[src/rtl/fb_access_arbiter_if.sv]
// Purpose : bundles the frame-buffer client and BRAM-side signals of fb_access_arbiter.
// Latency : wires only; timing is defined by the arbiter that uses the slave modport.
// Backpr. : wr_req is held by the writer until wr_ack; the VGA and clear paths have no backpressure.
//
// Ports carried
//   vga_active, vga_addr, vga_pixel      VGA scan-out read path
//   wr_req, wr_addr, wr_data, wr_ack     pixel-writer request/acknowledge
//   clear_start, clear_color             full-screen clear request
//   clear_busy, clear_done               clear status
//   bram_en, bram_we, bram_addr,
//   bram_wdata, bram_rdata               single-port frame-buffer BRAM
// Modports
//   master : clients and BRAM side (drives requests and bram_rdata)
//   slave  : the arbiter

interface fb_access_arbiter_if #(
    parameter int ADDR_W = 17,
    parameter int DATA_W = 16
);
    // VGA scan-out
    logic              vga_active;
    logic [ADDR_W-1:0] vga_addr;
    logic [DATA_W-1:0] vga_pixel;

    // Pixel writer
    logic              wr_req;
    logic [ADDR_W-1:0] wr_addr;
    logic [DATA_W-1:0] wr_data;
    logic              wr_ack;

    // Clear sequencer control and status
    logic              clear_start;
    logic [DATA_W-1:0] clear_color;
    logic              clear_busy;
    logic              clear_done;

    // Frame-buffer BRAM
    logic              bram_en;
    logic              bram_we;
    logic [ADDR_W-1:0] bram_addr;
    logic [DATA_W-1:0] bram_wdata;
    logic [DATA_W-1:0] bram_rdata;

    modport master (
        output vga_active, vga_addr,
        output wr_req, wr_addr, wr_data,
        output clear_start, clear_color,
        output bram_rdata,
        input  vga_pixel, wr_ack, clear_busy, clear_done,
        input  bram_en, bram_we, bram_addr, bram_wdata
    );

    modport slave (
        input  vga_active, vga_addr,
        input  wr_req, wr_addr, wr_data,
        input  clear_start, clear_color,
        input  bram_rdata,
        output vga_pixel, wr_ack, clear_busy, clear_done,
        output bram_en, bram_we, bram_addr, bram_wdata
    );
endinterface

[src/rtl/fb_access_arbiter.sv]
// Purpose : shares one single-port frame-buffer BRAM between VGA reads, a clear sequencer and a pixel writer.
// Latency : BRAM port mux and wr_ack are combinational (same cycle); vga_pixel follows vga_addr by the BRAM's 1 cycle.
// Backpr. : wr_req waits (no ack) during active video or while clearing; the clear sequencer stalls during active video.
//
// Ports
//   clk     : pixel clock, the only clock
//   reset   : synchronous, active-high
//   bus     : fb_access_arbiter_if.slave (VGA, writer, clear control/status, BRAM signals)
// Priority : VGA read > clear sequencer > pixel writer. Nothing is written while vga_active=1.

module fb_access_arbiter #(
    parameter int ADDR_W   = 17,
    parameter int DATA_W   = 16,
    parameter int FB_DEPTH = 76800
) (
    input  logic                  clk,
    input  logic                  reset,
    fb_access_arbiter_if.slave    bus
);

    // Last frame-buffer address written by the clear sequence.
    localparam logic [ADDR_W-1:0] LAST_ADDR = ADDR_W'(FB_DEPTH - 1);

    typedef enum logic {
        IDLE  = 1'b0,
        CLEAR = 1'b1
    } state_t;

    state_t            state;
    state_t            state_nxt;
    logic [ADDR_W-1:0] clr_addr;
    logic [ADDR_W-1:0] clr_addr_nxt;
    logic [DATA_W-1:0] clr_color;
    logic [DATA_W-1:0] clr_color_nxt;
    logic              clear_done;
    logic              clear_done_nxt;

    // Grants. Active video blocks every write; the clear sequencer
    // shadows the pixel writer for the whole CLEAR state.
    logic clr_grant;
    logic px_grant;

    assign clr_grant = (state == CLEAR) && !bus.vga_active;
    assign px_grant  = (state == IDLE)  && !bus.vga_active && bus.wr_req;

    // ------------------------------------------------------------------
    // State register
    // ------------------------------------------------------------------
    always_ff @(posedge clk) begin
        if (reset) begin
            state      <= IDLE;
            clr_addr   <= '0;
            clr_color  <= '0;
            clear_done <= 1'b0;
        end else begin
            state      <= state_nxt;
            clr_addr   <= clr_addr_nxt;
            clr_color  <= clr_color_nxt;
            clear_done <= clear_done_nxt;
        end
    end

    // ------------------------------------------------------------------
    // Next-state logic
    // ------------------------------------------------------------------
    always_comb begin
        state_nxt      = state;
        clr_addr_nxt   = clr_addr;
        clr_color_nxt  = clr_color;
        clear_done_nxt = 1'b0;

        case (state)
            IDLE: begin
                // A clear may start during active video; it simply
                // stalls until the first blanking cycle.
                if (bus.clear_start) begin
                    state_nxt     = CLEAR;
                    clr_addr_nxt  = '0;
                    clr_color_nxt = bus.clear_color;
                end
            end

            CLEAR: begin
                // clear_start is ignored here: a running clear is never restarted.
                if (clr_grant) begin
                    if (clr_addr == LAST_ADDR) begin
                        state_nxt      = IDLE;
                        clr_addr_nxt   = '0;
                        clear_done_nxt = 1'b1;
                    end else begin
                        clr_addr_nxt = clr_addr + ADDR_W'(1);
                    end
                end
            end

            default: begin
                state_nxt = IDLE;
            end
        endcase
    end

    // ------------------------------------------------------------------
    // BRAM port mux
    // ------------------------------------------------------------------
    always_comb begin
        bus.bram_en    = 1'b0;
        bus.bram_we    = 1'b0;
        bus.bram_addr  = '0;
        bus.bram_wdata = '0;

        if (bus.vga_active) begin
            bus.bram_en   = 1'b1;
            bus.bram_addr = bus.vga_addr;
        end else if (clr_grant) begin
            bus.bram_en    = 1'b1;
            bus.bram_we    = 1'b1;
            bus.bram_addr  = clr_addr;
            bus.bram_wdata = clr_color;
        end else if (px_grant) begin
            bus.bram_en    = 1'b1;
            bus.bram_we    = 1'b1;
            bus.bram_addr  = bus.wr_addr;
            bus.bram_wdata = bus.wr_data;
        end
    end

    // The BRAM's own read register provides the one-cycle alignment
    // between the VGA address and its pixel.
    assign bus.vga_pixel  = bus.bram_rdata;
    assign bus.wr_ack     = px_grant;
    assign bus.clear_busy = (state == CLEAR);
    assign bus.clear_done = clear_done;

endmodule

[src/flat_wrapper.sv]
// flat-port wrapper written by rule: the top's interface ports become plain ports
module fb_access_arbiter_flat 
#(
    parameter int ADDR_W   = 17,
    parameter int DATA_W   = 16,
    parameter int FB_DEPTH = 76800
)
  (clk, reset, bus_vga_active, bus_vga_addr, bus_wr_req, bus_wr_addr, bus_wr_data, bus_clear_start, bus_clear_color, bus_bram_rdata, bus_vga_pixel, bus_wr_ack, bus_clear_busy, bus_clear_done, bus_bram_en, bus_bram_we, bus_bram_addr, bus_bram_wdata);
  fb_access_arbiter_if #(.ADDR_W(ADDR_W), .DATA_W(DATA_W)) bus_i ();
  input  logic clk;
  input  logic reset;
  input wire logic [$bits(bus_i.vga_active)-1:0] bus_vga_active;
  input wire logic [$bits(bus_i.vga_addr)-1:0] bus_vga_addr;
  input wire logic [$bits(bus_i.wr_req)-1:0] bus_wr_req;
  input wire logic [$bits(bus_i.wr_addr)-1:0] bus_wr_addr;
  input wire logic [$bits(bus_i.wr_data)-1:0] bus_wr_data;
  input wire logic [$bits(bus_i.clear_start)-1:0] bus_clear_start;
  input wire logic [$bits(bus_i.clear_color)-1:0] bus_clear_color;
  input wire logic [$bits(bus_i.bram_rdata)-1:0] bus_bram_rdata;
  output wire logic [$bits(bus_i.vga_pixel)-1:0] bus_vga_pixel;
  output wire logic [$bits(bus_i.wr_ack)-1:0] bus_wr_ack;
  output wire logic [$bits(bus_i.clear_busy)-1:0] bus_clear_busy;
  output wire logic [$bits(bus_i.clear_done)-1:0] bus_clear_done;
  output wire logic [$bits(bus_i.bram_en)-1:0] bus_bram_en;
  output wire logic [$bits(bus_i.bram_we)-1:0] bus_bram_we;
  output wire logic [$bits(bus_i.bram_addr)-1:0] bus_bram_addr;
  output wire logic [$bits(bus_i.bram_wdata)-1:0] bus_bram_wdata;
  assign bus_i.vga_active = bus_vga_active;
  assign bus_i.vga_addr = bus_vga_addr;
  assign bus_i.wr_req = bus_wr_req;
  assign bus_i.wr_addr = bus_wr_addr;
  assign bus_i.wr_data = bus_wr_data;
  assign bus_i.clear_start = bus_clear_start;
  assign bus_i.clear_color = bus_clear_color;
  assign bus_i.bram_rdata = bus_bram_rdata;
  assign bus_vga_pixel = bus_i.vga_pixel;
  assign bus_wr_ack = bus_i.wr_ack;
  assign bus_clear_busy = bus_i.clear_busy;
  assign bus_clear_done = bus_i.clear_done;
  assign bus_bram_en = bus_i.bram_en;
  assign bus_bram_we = bus_i.bram_we;
  assign bus_bram_addr = bus_i.bram_addr;
  assign bus_bram_wdata = bus_i.bram_wdata;
  fb_access_arbiter #(.ADDR_W(ADDR_W), .DATA_W(DATA_W), .FB_DEPTH(FB_DEPTH)) u_core (.clk(clk), .reset(reset), .bus(bus_i));
endmodule
[config.mk]
export PLATFORM = sky130hd
export DESIGN_NAME = fb_access_arbiter_flat
export DESIGN_NICKNAME = d
export VERILOG_FILES = /design/src/rtl/fb_access_arbiter_if.sv /design/src/rtl/fb_access_arbiter.sv /design/src/flat_wrapper.sv
export SDC_FILE = /design/constraint.sdc
export NUM_CORES = 1
export LEC_CHECK = 0
export BUFFER_PORTS_ARGS = -buffer_cell sky130_fd_sc_hd__buf_4
export CORE_ASPECT_RATIO = 0.7
export CORE_MARGIN = 4
export CORE_UTILIZATION = 43
export DETAILED_ROUTE_END_ITERATION = 6
export PLACE_DENSITY = 0.89
export SLEW_MARGIN = 10
export SYNTH_ARGS = -nofsm -noshare
export SYNTH_HDL_FRONTEND = slang
export SYNTH_SLANG_ARGS = --single-unit
[constraint.sdc]
create_clock -name clk -period 2.3 [get_ports clk]
set_input_delay 0.46 -clock clk [delete_from_list [all_inputs] [get_ports clk]]
set_output_delay 0.46 -clock clk [all_outputs]
set_load 0.01 [all_outputs]
==> results of run 1 <==
## per-stage QoR
stage	power (mW)	hold slack [ps]	worst slack (ps)
after floorplan	0.829	436	44.8
after global placement	0.979	443	346
after detailed placement	0.986	446	272
after CTS	1.48	418	240
after global routing	1.53	422	175
final	1.46	428	241
## layer usage
metal | vias up | global-route usage | wire length (um)
li1 | 1266 | - | -
met1 | 1148 | 0.252 | 2900
met2 | 89 | 0.348 | 3090
met3 | 0 | 0.0501 | 475
met4 | 0 | 0.0329 | 0
met5 | - | 0 | 0
## area by class of cell
class	instances	area, um2
clock buffers	8	100
repair buffers	117	878
multi-input cells	247	1280
well taps	69	86.3
fillers	469	1790
flip-flops and latches	35	701
## worst max-delay path, stage by stage (launching register included)
cell and delay, ps:
dfxtp_1 460, buf_4 210, nor3b_2 60, buf_4 210, a22o_1 250, buf_4 140
## worst min-delay path by stage
stage	from	endpoint	slack, ps
2_1_floorplan	u_core.clr_color[0]	u_core.clr_color[0]	440
3_3_place_gp	u_core.clr_color[10]	u_core.clr_color[10]	440
3_5_place_dp	u_core.clr_color[6]	u_core.clr_color[6]	450
4_1_cts	bus_clear_color[6]	u_core.clr_color[6]	420
5_1_grt	bus_clear_color[11]	u_core.clr_color[11]	420
6_report	bus_clear_color[14]	u_core.clr_color[14]	430
## power by group through the flow
stage	clock (mW)	combinational (mW)	sequential, mW
2_1_floorplan	0	0.182	0.647
3_3_place_gp	0	0.330	0.649
3_5_place_dp	0	0.336	0.650
4_1_cts	0.502	0.338	0.636
5_1_grt	0.522	0.372	0.638
6_report	0.492	0.336	0.637
## sequential cells by signal, summed over array words and instances (netlist names)
register / cells
u_core.clr_addr: 17
u_core.clr_color: 16
u_core.bus.clear_busy: 1
u_core.bus.clear_done: 1
## cell usage in the layout (no fill, tap or decap), types with 4 or more instances in the layout
cell and count:
a31oi_1 4, nand3_1 9, nor3_1 5, clkbuf_8 7
a22o_1 16, buf_4 117, nand2_1 79, o21ai_0 19
dfxtp_1 35, a21oi_1 39, nor2_1 37
## kinds of logic (layout without fill, tap and decap cells)
group           Yosys count  in the layout
compound gates           87             87
simple gates            153            153
xor+xnor                  3              3
fa+ha+maj                 1              1
mux                       3              3
flops                    35             35
buf+inv                  38            125
==> flow_summary.json, run 1 <==
{
  "finalCritPeriodShare": 0.895,
  "end_kind": "output port",
  "layout-drive-gt1-share": 0.322,
  "max_freq_mhz": 486,
  "die_h_um": 67.6,
  "yosysTopAreaCellShare": 0.321,
  "dp.cells": 468,
  "cts_max_path_buffers": 2,
  "cts-buffers-inserted": 5,
  "dpl-instance-area_um2": 2950,
  "synth_fa_ha_area_frac": 0.00574,
  "synth_ff_type": "dfxtp_1",
  "ioPinCount": 141,
  "area_growth_pct": 39.8,
  "drtAntennaViolNets": 0,
  "cts_tree": "done",
  "die_area_um2": 6290,
  "cts_hold_buf": 0,
  "crit_arrival_ps": 1600,
  "die_x_um": 93.1,
  "wl_per_cell_um": 13.6,
  "num-nets-final": 494,
  "synthCells": 320,
  "hold_viol_final": 0,
  "final_cell_area_um2": 3050,
  "critPathLaunch": "u_core.bus.clear_busy",
  "ff2ff_path_depth": 5,
  "synth_edf_count": 0,
  "antenna_found_initial": 0,
  "post_cts_resized": 0,
  "netlist.top_cell.by_area": "dfxtp_1",
  "cts_sinks": 35,
  "status": "finished, final reports clean",
  "vias": 2503,
  "grt_pass1_wl_um": 10200,
  "utilization": 0.630,
  "leakage_nw": 1.34,
  "ir_drop_mv": 0.341,
  "fin_skew_ps": 7.66,
  "rsz0062_at_grt": "no",
  "antenna_cells": 0,
  "clkTransAtPathRegs_ps": 70,
  "yosysUniqueCellTypes": 39,
  "final_cells": 476,
  "synth_area_leaders": "dfxtp_1 (32%), nand2_1 (14%), a21oi_1 (9.0%), a22o_1 (6.4%), nor2_1 (6.4%)",
  "ff2ff_setup_slack_ps": 330,
  "worst-setup-path-type": "reg2out",
  "root_buffer": "clkbuf_8",
  "drv_cap": 0,
  "synth-seq-cells": 35,
  "synth-simple-area-share": 0.310,
  "yosys.cell_count.top_type": "nand2_1",
  "portBuffers": 108,
  "grtUsageTotal": 0.198,
  "switching_power_uw": 389,
  "ys.warnings.count": 0,
  "syn_nets": 408,
  "clkPwrFrac": 0.336,
  "r2r-end": "u_core.clr_addr[16]",
  "postCtsSetupBuffers": 0,
  "cp-endpoint": "bus_bram_wdata[4]",
  "worstMarginPinSlew_ps": 494,
  "synth_xor_area_frac": 0.0120,
  "avgSynthCellArea_um2": 6.82,
  "rows": 21,
  "power_density_nw_per_um2": 480,
  "first_pass_iters": 5,
  "wl_um": 6460,
  "grt_pass1_vias": 2262,
  "grt-ovfl-total": 0,
  "hold_depth": 3,
  "core_area_um2": 4830,
  "finalSetupViolCount": 0,
  "min_path_type": "in2reg",
  "pwr-share-comb": 0.229,
  "dp_hpwl_um": 4880,
  "period_minus_slack_ps": 2060,
  "seq_area_frac_synth": 0.321,
  "setup-tns-final_ps": 0,
  "clk_latency_ps": 280,
  "power_frac_seq": 0.435,
  "gp_congestion": 0.886,
  "syn-cell-area_um2": 2180,
  "start_util": 0.451,
  "r2r-start": "u_core.clr_addr[4]",
  "cp_data_required_time_ps": 1840,
  "crit_fanout": 17,
  "grt_max_degree": 40,
  "synth_top_family_by_area": "simple AND/OR/NAND/NOR gates",
  "async_flop_share": 0,
  "routed_via_density": 5.26,
  "h-tree-depth": 2,
  "intPower_mw": 1.08,
  "synth_common_cells": "nand2_1 (79), a21oi_1 (39), nor2_1 (37)",
  "synth-compound-area-share": 0.244,
  "sw_frac_of_total": 0.266,
  "drv_slew": 0,
  "start_kind": "flop",
  "route.detailed.drc": 0,
  "synth_mux_area_frac": 0.0143,
  "max_slew_margin": 0.667,
  "drt_iter0_drc": 171
}
Power figures use the tool's default switching activity.
==> run 2: changes to the inputs <==
--- a/config.mk
+++ b/config.mk
@@ -10,7 +10,7 @@
 export CORE_MARGIN = 4
 export CORE_UTILIZATION = 43
 export DETAILED_ROUTE_END_ITERATION = 6
-export PLACE_DENSITY = 0.89
+export PLACE_DENSITY = 0.81
 export SLEW_MARGIN = 10
 export SYNTH_ARGS = -nofsm -noshare
 export SYNTH_HDL_FRONTEND = slang
==> flow_summary.json, run 2 (synthesis gave the netlist of run 1 again) <==
{
  "grt_max_degree": 33,
  "power_density_nw_per_um2": 458,
  "grt_pass1_wl_um": 10400,
  "critical-path-top-delay-family": "flip-flops",
  "cp_data_required_time_ps": 1840,
  "cts_tree": "done",
  "intPower_mw": 1.01,
  "ioPinCount": 141,
  "drtAntennaViolNets": 0,
  "clkTransAtPathRegs_ps": 80,
  "core_area_um2": 4830,
  "portBuffers": 108,
  "hold_start": "bus_clear_start",
  "root_buffer": "clkbuf_8",
  "r2r-end": "u_core.clr_addr[11]",
  "cp_cell_sequence": "nor2b_1, buf_4, a22o_1, buf_4",
  "finalCritPeriodShare": 0.896,
  "period_minus_slack_ps": 2060,
  "critPathBufInv": 2,
  "drt_iter0_drc": 214,
  "vias": 2528,
  "finalSetupViolCount": 0,
  "setup-tns-final_ps": 0,
  "min_path_type": "in2reg",
  "drv_cap": 0,
  "reg_top3": "u_core.clr_addr x17, u_core.clr_color x16",
  "routed_via_density": 5.29,
  "first_pass_iters": 6,
  "die_h_um": 67.6,
  "antenna_cells": 0,
  "dpl-instance-area_um2": 2960,
  "die_x_um": 93.1,
  "route.detailed.drc": 0,
  "start_kind": "flop",
  "num-nets-final": 496,
  "cts_max_path_buffers": 2,
  "wl_um": 6500,
  "power_frac_seq": 0.456,
  "slowest_delay_ps": 560,
  "top_register": "u_core.clr_addr",
  "cts-buffers-inserted": 5,
  "final_cell_mix": "buf_4 (118), nand2_1 (79), a21oi_1 (39), nor2_1 (37), dfxtp_1 (35)",
  "sw_frac_of_total": 0.278,
  "rows": 21,
  "start_util": 0.451,
  "crit_fanout": 17,
  "cts_sinks": 35,
  "worst-setup-path-type": "reg2out",
  "grt-ovfl-total": 0,
  "largest_reg_flops": 17,
  "dp_hpwl_um": 4930,
  "hold_viol_final": 0,
  "layout-drive-gt1-share": 0.328,
  "crit_arrival_ps": 1600,
  "cp-endpoint": "bus_bram_wdata[8]",
  "leakage_nw": 1.35,
  "drv_slew": 0,
  "gp_congestion": 0.912,
  "status": "finished, final reports clean",
  "end_kind": "output port",
  "path_common_cell": "buf_4",
  "crit_slowest_cell": "dfxtp_1",
  "fin_skew_ps": 8.16,
  "clk_latency_ps": 290,
  "rsz0062_at_grt": "no",
  "r2r-start": "u_core.clr_addr[14]",
  "ff2ff_setup_slack_ps": 250,
  "cts_hold_buf": 0,
  "switching_power_uw": 389,
  "final_cell_area_um2": 3050,
  "max_slew_margin": 0.627,
  "max_freq_mhz": 485,
  "layout_commonest_cell": "buf_4",
  "path_depth": 4,
  "wl_per_cell_um": 13.6,
  "die_area_um2": 6290,
  "h-tree-depth": 2,
  "grtUsageTotal": 0.201,
  "clkPwrFrac": 0.305,
  "pwr-share-comb": 0.239,
  "critPathLaunch": "u_core.bus.clear_busy",
  "ir_drop_mv": 0.279,
  "area_growth_pct": 39.9,
  "grt_pass1_vias": 2288,
  "ff2ff_path_depth": 6,
  "worstMarginPinSlew_ps": 555,
  "antenna_found_initial": 0
}
[run 2: cell types whose count changed in the layout (fill, tap and decap cells not counted), sizes merged]
cell    previous run  this run
clkbuf             8         5
clkinv             0         3
buf              117       119
[run 2: metrics by stage]
stage               std cells  setup WS, ps  hold WS, ps   util  total power, mW
global route              478          78.6          418  0.631             1.47
finish                    478           239          402  0.631             1.40
floorplan                 320          44.8          436      -            0.829
global placement          470           390          443  0.613            0.980
CTS                       478           161          396  0.630             1.41
detailed placement        470           313          447  0.613            0.987
[run 2: power by group through the flow]
stage / logic (mW) / clock network [mW] / registers (mW)
after floorplan: 0.182 / 0 / 0.647
after global routing: 0.371 / 0.460 / 0.640
after detailed placement: 0.335 / 0 / 0.652
after global placement: 0.329 / 0 / 0.651
final: 0.334 / 0.426 / 0.638
after CTS: 0.336 / 0.436 / 0.638
[run 2: worst min path at each step]
stage,end,slack (ps),depth (start not counted)
CTS,u_core.bus.clear_busy,400,3
finish,u_core.bus.clear_busy,400,3
floorplan,u_core.clr_color[0],440,2
global route,u_core.bus.clear_busy,420,3
global placement,u_core.clr_color[0],440,2
detailed placement,u_core.clr_color[10],450,2
[run 2: layer usage]
layer	track usage	vias to the layer above	wire length, um
li1	-	1271	-
met1	0.258	1134	2770
met2	0.352	118	3110
met3	0.0501	5	597
met4	0.0329	0	27
met5	0	-	0
[run 2: cell type report]
cell class | instances | area (um2)
clock inverters | 3 | 15.0
flip-flops and latches | 35 | 701
multi-input cells | 247 | 1280
clock buffers | 5 | 68.8
well taps | 69 | 86.3
fillers | 479 | 1780
repair buffers | 119 | 897
[run 2: what timing repair did]
action | CTS | global route
resized for setup | 0 | 1
buffers inserted | 0 | 0
setup endpoints to repair | 0 | 1
endpoints found under the hold margin | 0 | 0
[run 2: worst min-delay path, cell delays in order]
cell    delay, ps
buf_4          90
nor2_1         30
nor2_1         70
